`src/rtl/tinyalu_cmd_driver_if.sv`:
```
// Command/response handshake bundle between a requester and tinyalu_cmd_driver.
// rsp_timeout exists only when TINYALU_CMD_TIMEOUT_EN is defined.
interface tinyalu_cmd_driver_if;
   logic        cmd_valid;
   logic        cmd_ready;
   logic [7:0]  cmd_a;
   logic [7:0]  cmd_b;
   logic [2:0]  cmd_op;
   logic        rsp_valid;
   logic        rsp_ready;
   logic [15:0] rsp_result;
   logic [2:0]  rsp_op;
`ifdef TINYALU_CMD_TIMEOUT_EN
   logic        rsp_timeout;
`endif

   modport master (
      output cmd_valid, cmd_a, cmd_b, cmd_op, rsp_ready,
`ifdef TINYALU_CMD_TIMEOUT_EN
      input  rsp_timeout,
`endif
      input  cmd_ready, rsp_valid, rsp_result, rsp_op
   );

   modport slave (
      input  cmd_valid, cmd_a, cmd_b, cmd_op, rsp_ready,
`ifdef TINYALU_CMD_TIMEOUT_EN
      output rsp_timeout,
`endif
      output cmd_ready, rsp_valid, rsp_result, rsp_op
   );
endinterface

```
`src/rtl/tinyalu_cmd_driver.sv`:
```
// Synthesizable TinyALU front-end: command FIFO, start/done sequencer, response register.
// Optional ALU watchdog enabled by defining TINYALU_CMD_TIMEOUT_EN.
module tinyalu_cmd_driver #(
   parameter int DEPTH      = 4,
   parameter int RST_CYCLES = 2,
   parameter int TIMEOUT    = 16
) (
   input  logic                         clk,
   input  logic                         reset,
   tinyalu_cmd_driver_if.slave          bus,
   output logic [7:0]                   alu_a,
   output logic [7:0]                   alu_b,
   output logic [2:0]                   alu_op,
   output logic                         alu_start,
   output logic                         alu_reset_n,
   input  logic                         alu_done,
   input  logic [15:0]                  alu_result,
   output logic [$clog2(DEPTH+1)-1:0]   fifo_count
);

   localparam int AW  = $clog2(DEPTH);
   localparam int CW  = $clog2(DEPTH+1);
   localparam int RCW = (RST_CYCLES > 1) ? $clog2(RST_CYCLES) : 1;

   localparam logic [2:0] OP_NOP = 3'b000;
   localparam logic [2:0] OP_RST = 3'b111;

   typedef struct packed {
      logic [2:0] op;
      logic [7:0] a;
      logic [7:0] b;
   } cmd_t;

   typedef enum logic [2:0] {S_IDLE, S_RUN, S_NOP, S_GAP, S_ARST, S_RESP} state_t;

   // ---------------- command FIFO ----------------
   cmd_t            mem_q [DEPTH];
   cmd_t            mem_d [DEPTH];
   logic [AW-1:0]   wr_ptr_q, wr_ptr_d;
   logic [AW-1:0]   rd_ptr_q, rd_ptr_d;
   logic [CW-1:0]   count_q, count_d;
   logic            cmd_ready;
   logic            enq;
   logic            pop;
   cmd_t            head;

   // Ready looks only at occupancy so a full FIFO never takes a push on its pop cycle.
   assign cmd_ready = !reset && (count_q != CW'(DEPTH));
   assign enq       = bus.cmd_valid && cmd_ready &&
                      (bus.cmd_op != 3'b101) && (bus.cmd_op != 3'b110);
   assign head      = mem_q[rd_ptr_q];

   always_comb begin
      mem_d    = mem_q;
      wr_ptr_d = wr_ptr_q;
      rd_ptr_d = rd_ptr_q;
      count_d  = count_q + CW'(enq) - CW'(pop);
      if (enq) begin
         mem_d[wr_ptr_q] = '{op: bus.cmd_op, a: bus.cmd_a, b: bus.cmd_b};
         wr_ptr_d        = wr_ptr_q + AW'(1);
      end
      if (pop) rd_ptr_d = rd_ptr_q + AW'(1);
   end

   always_ff @(posedge clk) begin
      mem_q <= mem_d;
   end

   always_ff @(posedge clk) begin
      if (reset) begin
         wr_ptr_q <= '0;
         rd_ptr_q <= '0;
         count_q  <= '0;
      end else begin
         wr_ptr_q <= wr_ptr_d;
         rd_ptr_q <= rd_ptr_d;
         count_q  <= count_d;
      end
   end

   // ---------------- sequencer ----------------
   state_t          state_q, state_d;
   logic [7:0]      alu_a_q, alu_a_d;
   logic [7:0]      alu_b_q, alu_b_d;
   logic [2:0]      alu_op_q, alu_op_d;
   logic            alu_start_q, alu_start_d;
   logic            alu_reset_n_q, alu_reset_n_d;
   logic [RCW-1:0]  rst_cnt_q, rst_cnt_d;
   logic            rsp_valid_q, rsp_valid_d;
   logic [15:0]     rsp_result_q, rsp_result_d;
   logic [2:0]      rsp_op_q, rsp_op_d;
`ifdef TINYALU_CMD_TIMEOUT_EN
   localparam int WDW = $clog2(TIMEOUT+1);
   logic [WDW-1:0]  wd_q, wd_d;
   logic            to_pend_q, to_pend_d;
   logic            rsp_to_q, rsp_to_d;
`endif

   always_comb begin
      state_d       = state_q;
      alu_a_d       = alu_a_q;
      alu_b_d       = alu_b_q;
      alu_op_d      = alu_op_q;
      alu_start_d   = alu_start_q;
      alu_reset_n_d = 1'b1;
      rst_cnt_d     = rst_cnt_q;
      rsp_valid_d   = rsp_valid_q;
      rsp_result_d  = rsp_result_q;
      rsp_op_d      = rsp_op_q;
      pop           = 1'b0;
`ifdef TINYALU_CMD_TIMEOUT_EN
      wd_d          = wd_q;
      to_pend_d     = to_pend_q;
      rsp_to_d      = rsp_to_q;
`endif
      unique case (state_q)
         S_IDLE: begin
            if (count_q != '0) begin
               pop      = 1'b1;
               alu_a_d  = head.a;
               alu_b_d  = head.b;
               alu_op_d = head.op;
               if (head.op == OP_RST) begin
                  alu_start_d   = 1'b0;
                  alu_reset_n_d = 1'b0;
                  rst_cnt_d     = RCW'(RST_CYCLES-1);
                  state_d       = S_ARST;
               end else if (head.op == OP_NOP) begin
                  alu_start_d = 1'b1;
                  state_d     = S_NOP;
               end else begin
                  alu_start_d = 1'b1;
                  state_d     = S_RUN;
`ifdef TINYALU_CMD_TIMEOUT_EN
                  wd_d        = '0;
`endif
               end
            end
         end
         S_RUN: begin
            if (alu_done) begin
               alu_start_d  = 1'b0;
               rsp_valid_d  = 1'b1;
               rsp_result_d = alu_result;
               rsp_op_d     = alu_op_q;
`ifdef TINYALU_CMD_TIMEOUT_EN
               rsp_to_d     = 1'b0;
            end else if (wd_q == WDW'(TIMEOUT-1)) begin
               // ALU hung: pull start, reset it, then report a failed result.
               alu_start_d   = 1'b0;
               alu_reset_n_d = 1'b0;
               rst_cnt_d     = RCW'(RST_CYCLES-1);
               to_pend_d     = 1'b1;
               state_d       = S_ARST;
            end else begin
               wd_d = wd_q + WDW'(1);
`endif
            end
            if (alu_done) state_d = S_RESP;
         end
         S_NOP: begin
            alu_start_d = 1'b0;
            state_d     = S_GAP;
         end
         S_GAP: begin
            state_d = S_IDLE;
         end
         S_ARST: begin
            if (rst_cnt_q == '0) begin
               state_d = S_GAP;
`ifdef TINYALU_CMD_TIMEOUT_EN
               if (to_pend_q) begin
                  to_pend_d    = 1'b0;
                  rsp_valid_d  = 1'b1;
                  rsp_result_d = 16'hFFFF;
                  rsp_op_d     = alu_op_q;
                  rsp_to_d     = 1'b1;
                  state_d      = S_RESP;
               end
`endif
            end else begin
               alu_reset_n_d = 1'b0;
               rst_cnt_d     = rst_cnt_q - RCW'(1);
            end
         end
         S_RESP: begin
            if (bus.rsp_ready) begin
               rsp_valid_d = 1'b0;
               state_d     = S_IDLE;
            end
         end
         default: state_d = S_IDLE;
      endcase
   end

   always_ff @(posedge clk) begin
      if (reset) begin
         state_q       <= S_IDLE;
         alu_a_q       <= '0;
         alu_b_q       <= '0;
         alu_op_q      <= '0;
         alu_start_q   <= 1'b0;
         alu_reset_n_q <= 1'b0;
         rst_cnt_q     <= '0;
         rsp_valid_q   <= 1'b0;
         rsp_result_q  <= '0;
         rsp_op_q      <= '0;
`ifdef TINYALU_CMD_TIMEOUT_EN
         wd_q          <= '0;
         to_pend_q     <= 1'b0;
         rsp_to_q      <= 1'b0;
`endif
      end else begin
         state_q       <= state_d;
         alu_a_q       <= alu_a_d;
         alu_b_q       <= alu_b_d;
         alu_op_q      <= alu_op_d;
         alu_start_q   <= alu_start_d;
         alu_reset_n_q <= alu_reset_n_d;
         rst_cnt_q     <= rst_cnt_d;
         rsp_valid_q   <= rsp_valid_d;
         rsp_result_q  <= rsp_result_d;
         rsp_op_q      <= rsp_op_d;
`ifdef TINYALU_CMD_TIMEOUT_EN
         wd_q          <= wd_d;
         to_pend_q     <= to_pend_d;
         rsp_to_q      <= rsp_to_d;
`endif
      end
   end

   assign bus.cmd_ready  = cmd_ready;
   assign bus.rsp_valid  = rsp_valid_q;
   assign bus.rsp_result = rsp_result_q;
   assign bus.rsp_op     = rsp_op_q;
`ifdef TINYALU_CMD_TIMEOUT_EN
   assign bus.rsp_timeout = rsp_to_q;
`endif
   assign alu_a       = alu_a_q;
   assign alu_b       = alu_b_q;
   assign alu_op      = alu_op_q;
   assign alu_start   = alu_start_q;
   assign alu_reset_n = alu_reset_n_q;
   assign fifo_count  = count_q;

endmodule

```
`src/flat_wrapper.sv`:
```
// flat-port wrapper written by rule: the top's interface ports become plain ports
module tinyalu_cmd_driver_flat 
#(
   parameter int DEPTH      = 4,
   parameter int RST_CYCLES = 2,
   parameter int TIMEOUT    = 16
)
  (clk, reset, alu_a, alu_b, alu_op, alu_start, alu_reset_n, alu_done, alu_result, fifo_count, bus_cmd_valid, bus_cmd_a, bus_cmd_b, bus_cmd_op, bus_rsp_ready, bus_cmd_ready, bus_rsp_valid, bus_rsp_result, bus_rsp_op);
  tinyalu_cmd_driver_if bus_i ();
  input  logic clk;
  input  logic reset;
  output logic [7:0] alu_a;
  output logic [7:0] alu_b;
  output logic [2:0] alu_op;
  output logic alu_start;
  output logic alu_reset_n;
  input  logic alu_done;
  input  logic [15:0] alu_result;
  output logic [$clog2(DEPTH+1)-1:0] fifo_count;
  input wire logic [$bits(bus_i.cmd_valid)-1:0] bus_cmd_valid;
  input wire logic [$bits(bus_i.cmd_a)-1:0] bus_cmd_a;
  input wire logic [$bits(bus_i.cmd_b)-1:0] bus_cmd_b;
  input wire logic [$bits(bus_i.cmd_op)-1:0] bus_cmd_op;
  input wire logic [$bits(bus_i.rsp_ready)-1:0] bus_rsp_ready;
  output wire logic [$bits(bus_i.cmd_ready)-1:0] bus_cmd_ready;
  output wire logic [$bits(bus_i.rsp_valid)-1:0] bus_rsp_valid;
  output wire logic [$bits(bus_i.rsp_result)-1:0] bus_rsp_result;
  output wire logic [$bits(bus_i.rsp_op)-1:0] bus_rsp_op;
  assign bus_i.cmd_valid = bus_cmd_valid;
  assign bus_i.cmd_a = bus_cmd_a;
  assign bus_i.cmd_b = bus_cmd_b;
  assign bus_i.cmd_op = bus_cmd_op;
  assign bus_i.rsp_ready = bus_rsp_ready;
  assign bus_cmd_ready = bus_i.cmd_ready;
  assign bus_rsp_valid = bus_i.rsp_valid;
  assign bus_rsp_result = bus_i.rsp_result;
  assign bus_rsp_op = bus_i.rsp_op;
  tinyalu_cmd_driver #(.DEPTH(DEPTH), .RST_CYCLES(RST_CYCLES), .TIMEOUT(TIMEOUT)) u_core (.clk(clk), .reset(reset), .bus(bus_i), .alu_a(alu_a), .alu_b(alu_b), .alu_op(alu_op), .alu_start(alu_start), .alu_reset_n(alu_reset_n), .alu_done(alu_done), .alu_result(alu_result), .fifo_count(fifo_count));
endmodule
```
`config.mk`:
```
export PLATFORM = sky130hd
export DESIGN_NAME = tinyalu_cmd_driver_flat
export DESIGN_NICKNAME = d
export VERILOG_FILES = /design/src/rtl/tinyalu_cmd_driver_if.sv /design/src/rtl/tinyalu_cmd_driver.sv /design/src/flat_wrapper.sv
export SDC_FILE = /design/constraint.sdc
export NUM_CORES = 1
export LEC_CHECK = 0
export CAP_MARGIN = 40
export CELL_PAD_IN_SITES_DETAIL_PLACEMENT = 1
export CELL_PAD_IN_SITES_GLOBAL_PLACEMENT = 2
export CORE_MARGIN = 2
export CORE_UTILIZATION = 45
export CTS_BUF_LIST = sky130_fd_sc_hd__clkbuf_8
export CTS_CLUSTER_SIZE = 16
export DETAILED_ROUTE_END_ITERATION = 7
export DONT_BUFFER_PORTS = 1
export GPL_TIMING_DRIVEN = 0
export HOLD_SLACK_MARGIN = 0.15
export PLACE_DENSITY = 0.89
export SLEW_MARGIN = 20
export SYNTH_ARGS = -nofsm -noshare
export SYNTH_HDL_FRONTEND = slang
export SYNTH_SLANG_ARGS = --single-unit
```
`constraint.sdc`:
```
create_clock -name clk -period 3.4 [get_ports clk]
set_input_delay 1.02 -clock clk [delete_from_list [all_inputs] [get_ports clk]]
set_output_delay 1.02 -clock clk [all_outputs]
set_load 0.05 [all_outputs]
```
; Yosys cells after proc, flatten, opt, wreduce, memory -nomap -nowiden
; Index checks and enable logic that the tools add are counted.
[totals]
latch_bits = 0
regBits = 128
mem_count = 0
out_inout_bits = 45
mem_bits_ro = 0
mem_bits_rw = 0
[op_classes]
add_sub_neg = 5
mul = 0
order_cmp = 3
n_shift = 0
n_reduce_logical = 18
mux = 29
n_bitwise = 2
div = 0
n_eq_ne = 13
[op_table]
columns = operator, count
row1 = $bwmux 76, 1
row2 = $mux 19, 3
row3 = $bmux 19 s2, 1
row4 = $demux 19 s2, 1
row5 = $mux 3, 5
row6 = $pmux 3 s5, 1
row7 = $mux 1, 12
row8 = $eq 3x3->1 const B, 3
row9 = $ne 3x3->1 const B, 3
row10 = $reduce_and 3->1, 3
row11 = $ge 3x3->1 const B, 2
row12 = $logic_not 3->1, 2
row13 = $ne 2x2->1 const B, 3
row14 = $not 2->3, 2
row15 = $pmux 1 s2, 3
row16 = $reduce_bool 3->1, 2
row17 = $logic_and 1x1->1, 5
row18 = $add 2x1->2 const B, 2
row19 = $ne 2x1->1 const B, 2
row20 = $reduce_and 2->1, 2
row21 = $reduce_and 4->1, 1
row22 = $reduce_bool 2->1, 2
row23 = $add 3x1->3, 1
row24 = $eq 3x1->1 const B, 1
row25 = 7 further kinds, 7

; Longest topological paths before layout
[logic_depth]
ltp_word = 9
mapped_depth = 13
depth_no_buf = 11

; Worst setup path before layout
; OpenSTA, ideal clock, no wires.
[synth_path]
path_type = input port to output port
from = in reset
to = out bus_cmd_ready
path_stages = 3
n_path_buf = 2
t_required_ns = 2.380
arrival_time_ns = 2.095
setup_slack_ns = 0.285
path_cell_list = clkbuf_1 > buf_1 > nor2_1
[synth_via]
elab_chain_cells = 2
[synth_lines]
columns = item, line_no
row1 = start: declaration, flat_wrapper.sv:11  ; input logic reset;
row2 = $logic_not 1->1, tinyalu_cmd_driver.sv:48  ; assign cmd_ready = !reset && (count_q != CW'(DEPTH));
row3 = $logic_and 1x1->1, tinyalu_cmd_driver.sv:48
row4 = end: declaration, flat_wrapper.sv:25  ; output wire logic [$bits(bus_i.cmd_ready)-1:0] bus_cmd_ready;
; No other way between the ends.

; Final worst setup path
; Ends and elaborated chain as after synthesis.

==> metrics.md <==
| Metric | Value |
|---|---|
| Post-CTS Setup Inserts | 0 |
| Antenna Violating Nets Remaining | 0 |
| Required time worst endpoint | 2380 ps |
| Sequential share of the synthesized area | 68.0% |
| Largest area contributor in the netlist | sky130_fd_sc_hd__edfxtp_1 |
| Most common cell after layout, fill and taps aside | sky130_fd_sc_hd__nand2_1 |
| Total gr overflow | 0 |
| Worst voltage drop across the vdd grid | around 0.43 mV |
| Fin Hold WS | 523 ps |
| Power density over cell area | 865 mW/mm^2 |
| Worst Path Arrival | 2100 ps |
| FMAX | 320 MHz |
| Buffers on Ports | 0 |
| Compound-cell area share of the yosys netlist | 6.37% |
| Kind of path behind the tightest hold check | reg2reg |
| Startpoint of the most critical setup path | reset |
| Ratio of cells with drive above 1 in the final layout | 16.7% |
| Simple-gate area share of the yosys netlist | 10.1% |
| Capturing element type of the critical path | output pin |
| Number of antenna violations at the first check in global routing | 0 |
| Initial core utilization | 45.7% |
| Floorplan die height | 108 microns |
| Post-route clock period utilization | between 90% and 100% |
| Shortest period the worst path allows | 3120 ps |
| Top cell type's share of synthesized area | 46.7% |
| Kind of cell with the highest combined delay on the critical path | buffers and inverters |
| Vias in the first global route | between 3,000 and 4,000 |
| Clock buffer count from CTS | 17 |
| Cells taking the most area after synthesis | sky130_fd_sc_hd__edfxtp_1 (47%), sky130_fd_sc_hd__dfxtp_1 (21%), sky130_fd_sc_hd__nand2_1 (6.2%) |
| Number of H-tree branching levels | 4 |
| Relative contribution of the clock network to total power | 27.8% |
| Synthesized area per cell | between 10 and 15 sq um |
| Startpoint kind of the worst setup timing path | input port |
| IO Count | 85 |
| Dpl ws | 57.2 ps |
| Mux share of post-synthesis cell area | 9.72% |
| Max-cap violation count | 0 |
| Post-Synth XOR/XNOR Area | 1.07% |
| Leak pwr | 1.90 nW |
| RSZ-0062 raised after global routing | false |
| Buf+Inv Stages, Crit Path | 3 |
| Worst rel slew slack | 56.5% |
| Crit-path max FO | 10 |
| Die W | 108 microns |
| Switching Fraction | 39.2% |
| Total standard cell area after synthesis | slightly below 0.005 sq mm |
| Aggregate routed wire length | ~10 mm |
| Synth Net Count | roughly 400 |
| Fraction of power consumed by sequential logic | 51.4% |
| Proportion of power drawn by combinational gates | 20.8% |
| Source of the worst hold timing path | u_core.rst_cnt_q |
| Count of yosys warnings during synthesis | 0 |
| Critical Path Slowest Stage Cell | sky130_fd_sc_hd__clkbuf_1 |
| Largest net degree at the start of global routing | 17 |
| N_diodes | 0 |
| Main combinational cell family by area after synthesis | simple AND/OR/NAND/NOR gates |
| Count of flip-flops with a built-in enable after synthesis | 76 |
| Critical path, cell by cell | clkbuf_1, clkbuf_2, nor2_1, buf_4 |
| Sw Pwr | ~0.0019 W |
| Clock net sink count | 128 |
| Fillcell total | between 1,000 and 1,500 |
| Number of failing setup endpoints in the final timing report | 0 |
| Max-slew violations | 0 |
| Vias per cell | about 5.3 |
| Synth-to-layout area growth | 13.4% |
| Nets | 429 |
| Post-route cell area | 0.00554 sq mm |
| Setup WS post-layout | 277 ps |
| TritonCTS clock tree | yes |
| Die footprint | 0.0117 sq mm |
| Post-CTS sizing | 0 |
| Routability Congestion | 0.733 |
| RR Startpoint | u_core.fifo_count[1] |
| Syn Inst Count | 358 |
| 1st-pass router iterations | 4 |
| Num rows | 38 |
| Avg WL per Cell | 19.2 microns |
| Pint | 0.00291 W |
| Top FF cell, synth | sky130_fd_sc_hd__edfxtp_1 |
| Post-placement cell area | 0.00513 sq mm |
| Fin Clk Skew | 9.14 ps |
| Final Hold Fails | 0 |
| Detailed placer's ending HPWL | 7.13 mm |
| Count of unique library cells instantiated by Yosys | 40 |
| Flip-flop and latch count after synthesis | 128 |
| Standard cell core area | 0.0107 sq mm |
| Status | completed |
| GR Util All Layers | between 10% and 20% |
| Clock transition at the registers of the reported paths | 80 ps |
| Most frequent cells in the layout | sky130_fd_sc_hd__nand2_1 (81), sky130_fd_sc_hd__edfxtp_1 (76), sky130_fd_sc_hd__dfxtp_1 (52) |
| Tot Pwr | around 0.0048 W |
| Adder-Cell Fraction of Synth Area | slightly below 2% |
| DRC violations left | 0 |
| Vias | about 2,900 |
| CTS Hold Buffers Added | 0 |
| Worst-Margin Slew | 652 ps |
| Largest stage delay on the critical path | approximately 410 ps |
| 1st-iter DRT viols | between 150 and 200 |
| Clock Root Buffer | sky130_fd_sc_hd__clkbuf_8 |
| Proportion of synthesized flip-flops having asynchronous set or reset | 0% |
| Global-route wire length before repair | 16.2 mm |
| Clock latency reported for the late side of the worst-skew pair | 430 ps |
| Setup CP Type | in2out |
| Maximum buffer depth of the clock tree | 2 |
-- cells by family after synthesis --
group	count (synthesis)
AOI/OAI and AO/OA	53
xor gates and xnor gates	6
adders and majority gates	7
buffers and inverters	30
DFF	128
muxes	20
and+or+nand+nor	114
-- Yosys cell counts, types with 2 or more instances --
master,n
sky130_fd_sc_hd__clkbuf_1,6
sky130_fd_sc_hd__nand3_1,4
sky130_fd_sc_hd__a21oi_1,43
sky130_fd_sc_hd__ha_1,6
sky130_fd_sc_hd__a311oi_1,2
sky130_fd_sc_hd__mux4_2,9
sky130_fd_sc_hd__and2_1,4
sky130_fd_sc_hd__xnor2_1,3
sky130_fd_sc_hd__nand2_1,81
sky130_fd_sc_hd__edfxtp_1,76
sky130_fd_sc_hd__or3_1,2
sky130_fd_sc_hd__nor2_1,10
sky130_fd_sc_hd__dfxtp_1,52
sky130_fd_sc_hd__nand3b_1,4
sky130_fd_sc_hd__inv_1,8
sky130_fd_sc_hd__xor2_1,3
sky130_fd_sc_hd__o21ai_0,2
sky130_fd_sc_hd__buf_2,12
sky130_fd_sc_hd__mux4_1,10
-- power groups by stage --
stage | registers, W | clock network (W) | logic, W
4_1_cts | 0.00247 | 0.00136 | 0.00101
5_1_grt | 0.00249 | 0.00145 | 0.00112
6_report | 0.00247 | 0.00133 | 0.000996
2_1_floorplan | 0.00245 | 0 | 0.000762
3_3_place_gp | 0.00250 | 0 | 0.000947
3_5_place_dp | 0.00251 | 0 | 0.00101
-- layer usage --
layer	vias to the layer above	track usage, %	wire, microns
met1	1424	22.0	4230
met5	-	0	0
met4	0	6.59	128
li1	1343	-	-
met2	79	32.3	5150
met3	12	6.63	746
-- sequential cells by signal, indices dropped and copies added (netlist names), 2 cells and up --
register,flops
u_core.mem_q,76
u_core.bus.rsp_result,16
u_core.alu_a,8
u_core.alu_b,8
u_core.alu_op,3
u_core.bus.rsp_op,3
u_core.fifo_count,3
u_core.state_q,3
u_core.rd_ptr_q,2
u_core.wr_ptr_q,2
-- final cells by class --
type / count / area (sq um) / area share (%)
clock buffers: 17 / 234 / 4.22
clock inverters: 15 / 175 / 3.16
well taps: 140 / 175 / 3.16
multi-input cells: 200 / 1430 / 25.8
inverters: 9 / 33.8 / 0.609
repair buffers: 5 / 67.6 / 1.22
flip-flops and latches: 128 / 3320 / 60.0
plain buffers: 21 / 106 / 1.92
-- worst register-to-register path, cell delays in order, from the launching register on --
cell	delay, ps
sky130_fd_sc_hd__dfxtp_1	750
sky130_fd_sc_hd__or3_1	310
sky130_fd_sc_hd__nand2_1	150
sky130_fd_sc_hd__inv_2	110
sky130_fd_sc_hd__buf_2	260
sky130_fd_sc_hd__ha_1	280
sky130_fd_sc_hd__inv_1	60
sky130_fd_sc_hd__ha_1	130
sky130_fd_sc_hd__inv_1	50
sky130_fd_sc_hd__fa_1	370
sky130_fd_sc_hd__xor2_1	160
sky130_fd_sc_hd__xnor2_1	170
sky130_fd_sc_hd__nor2_1	50
-- final timing paths --
check                                            end  slack [ps]  depth (start not counted)
worst max-delay path                   bus_cmd_ready         280                          4
worst min-delay path                u_core.rst_cnt_q         520                          2
worst max register to register  u_core.fifo_count[2]         440                         12
worst min register to register      u_core.rst_cnt_q         520                          2
-- through the flow --
step | TNS (ps) | instances | utilization, %
final | 0 | 535 | 51.8
after global placement | -40.6 | 498 | 47.3
after floorplan | 0 | 358 | -
after CTS | 0 | 535 | 51.8
after detailed placement | 0 | 503 | 48.0
after global routing | 0 | 535 | 51.8
Note: power is estimated with default switching activity, not from simulation.
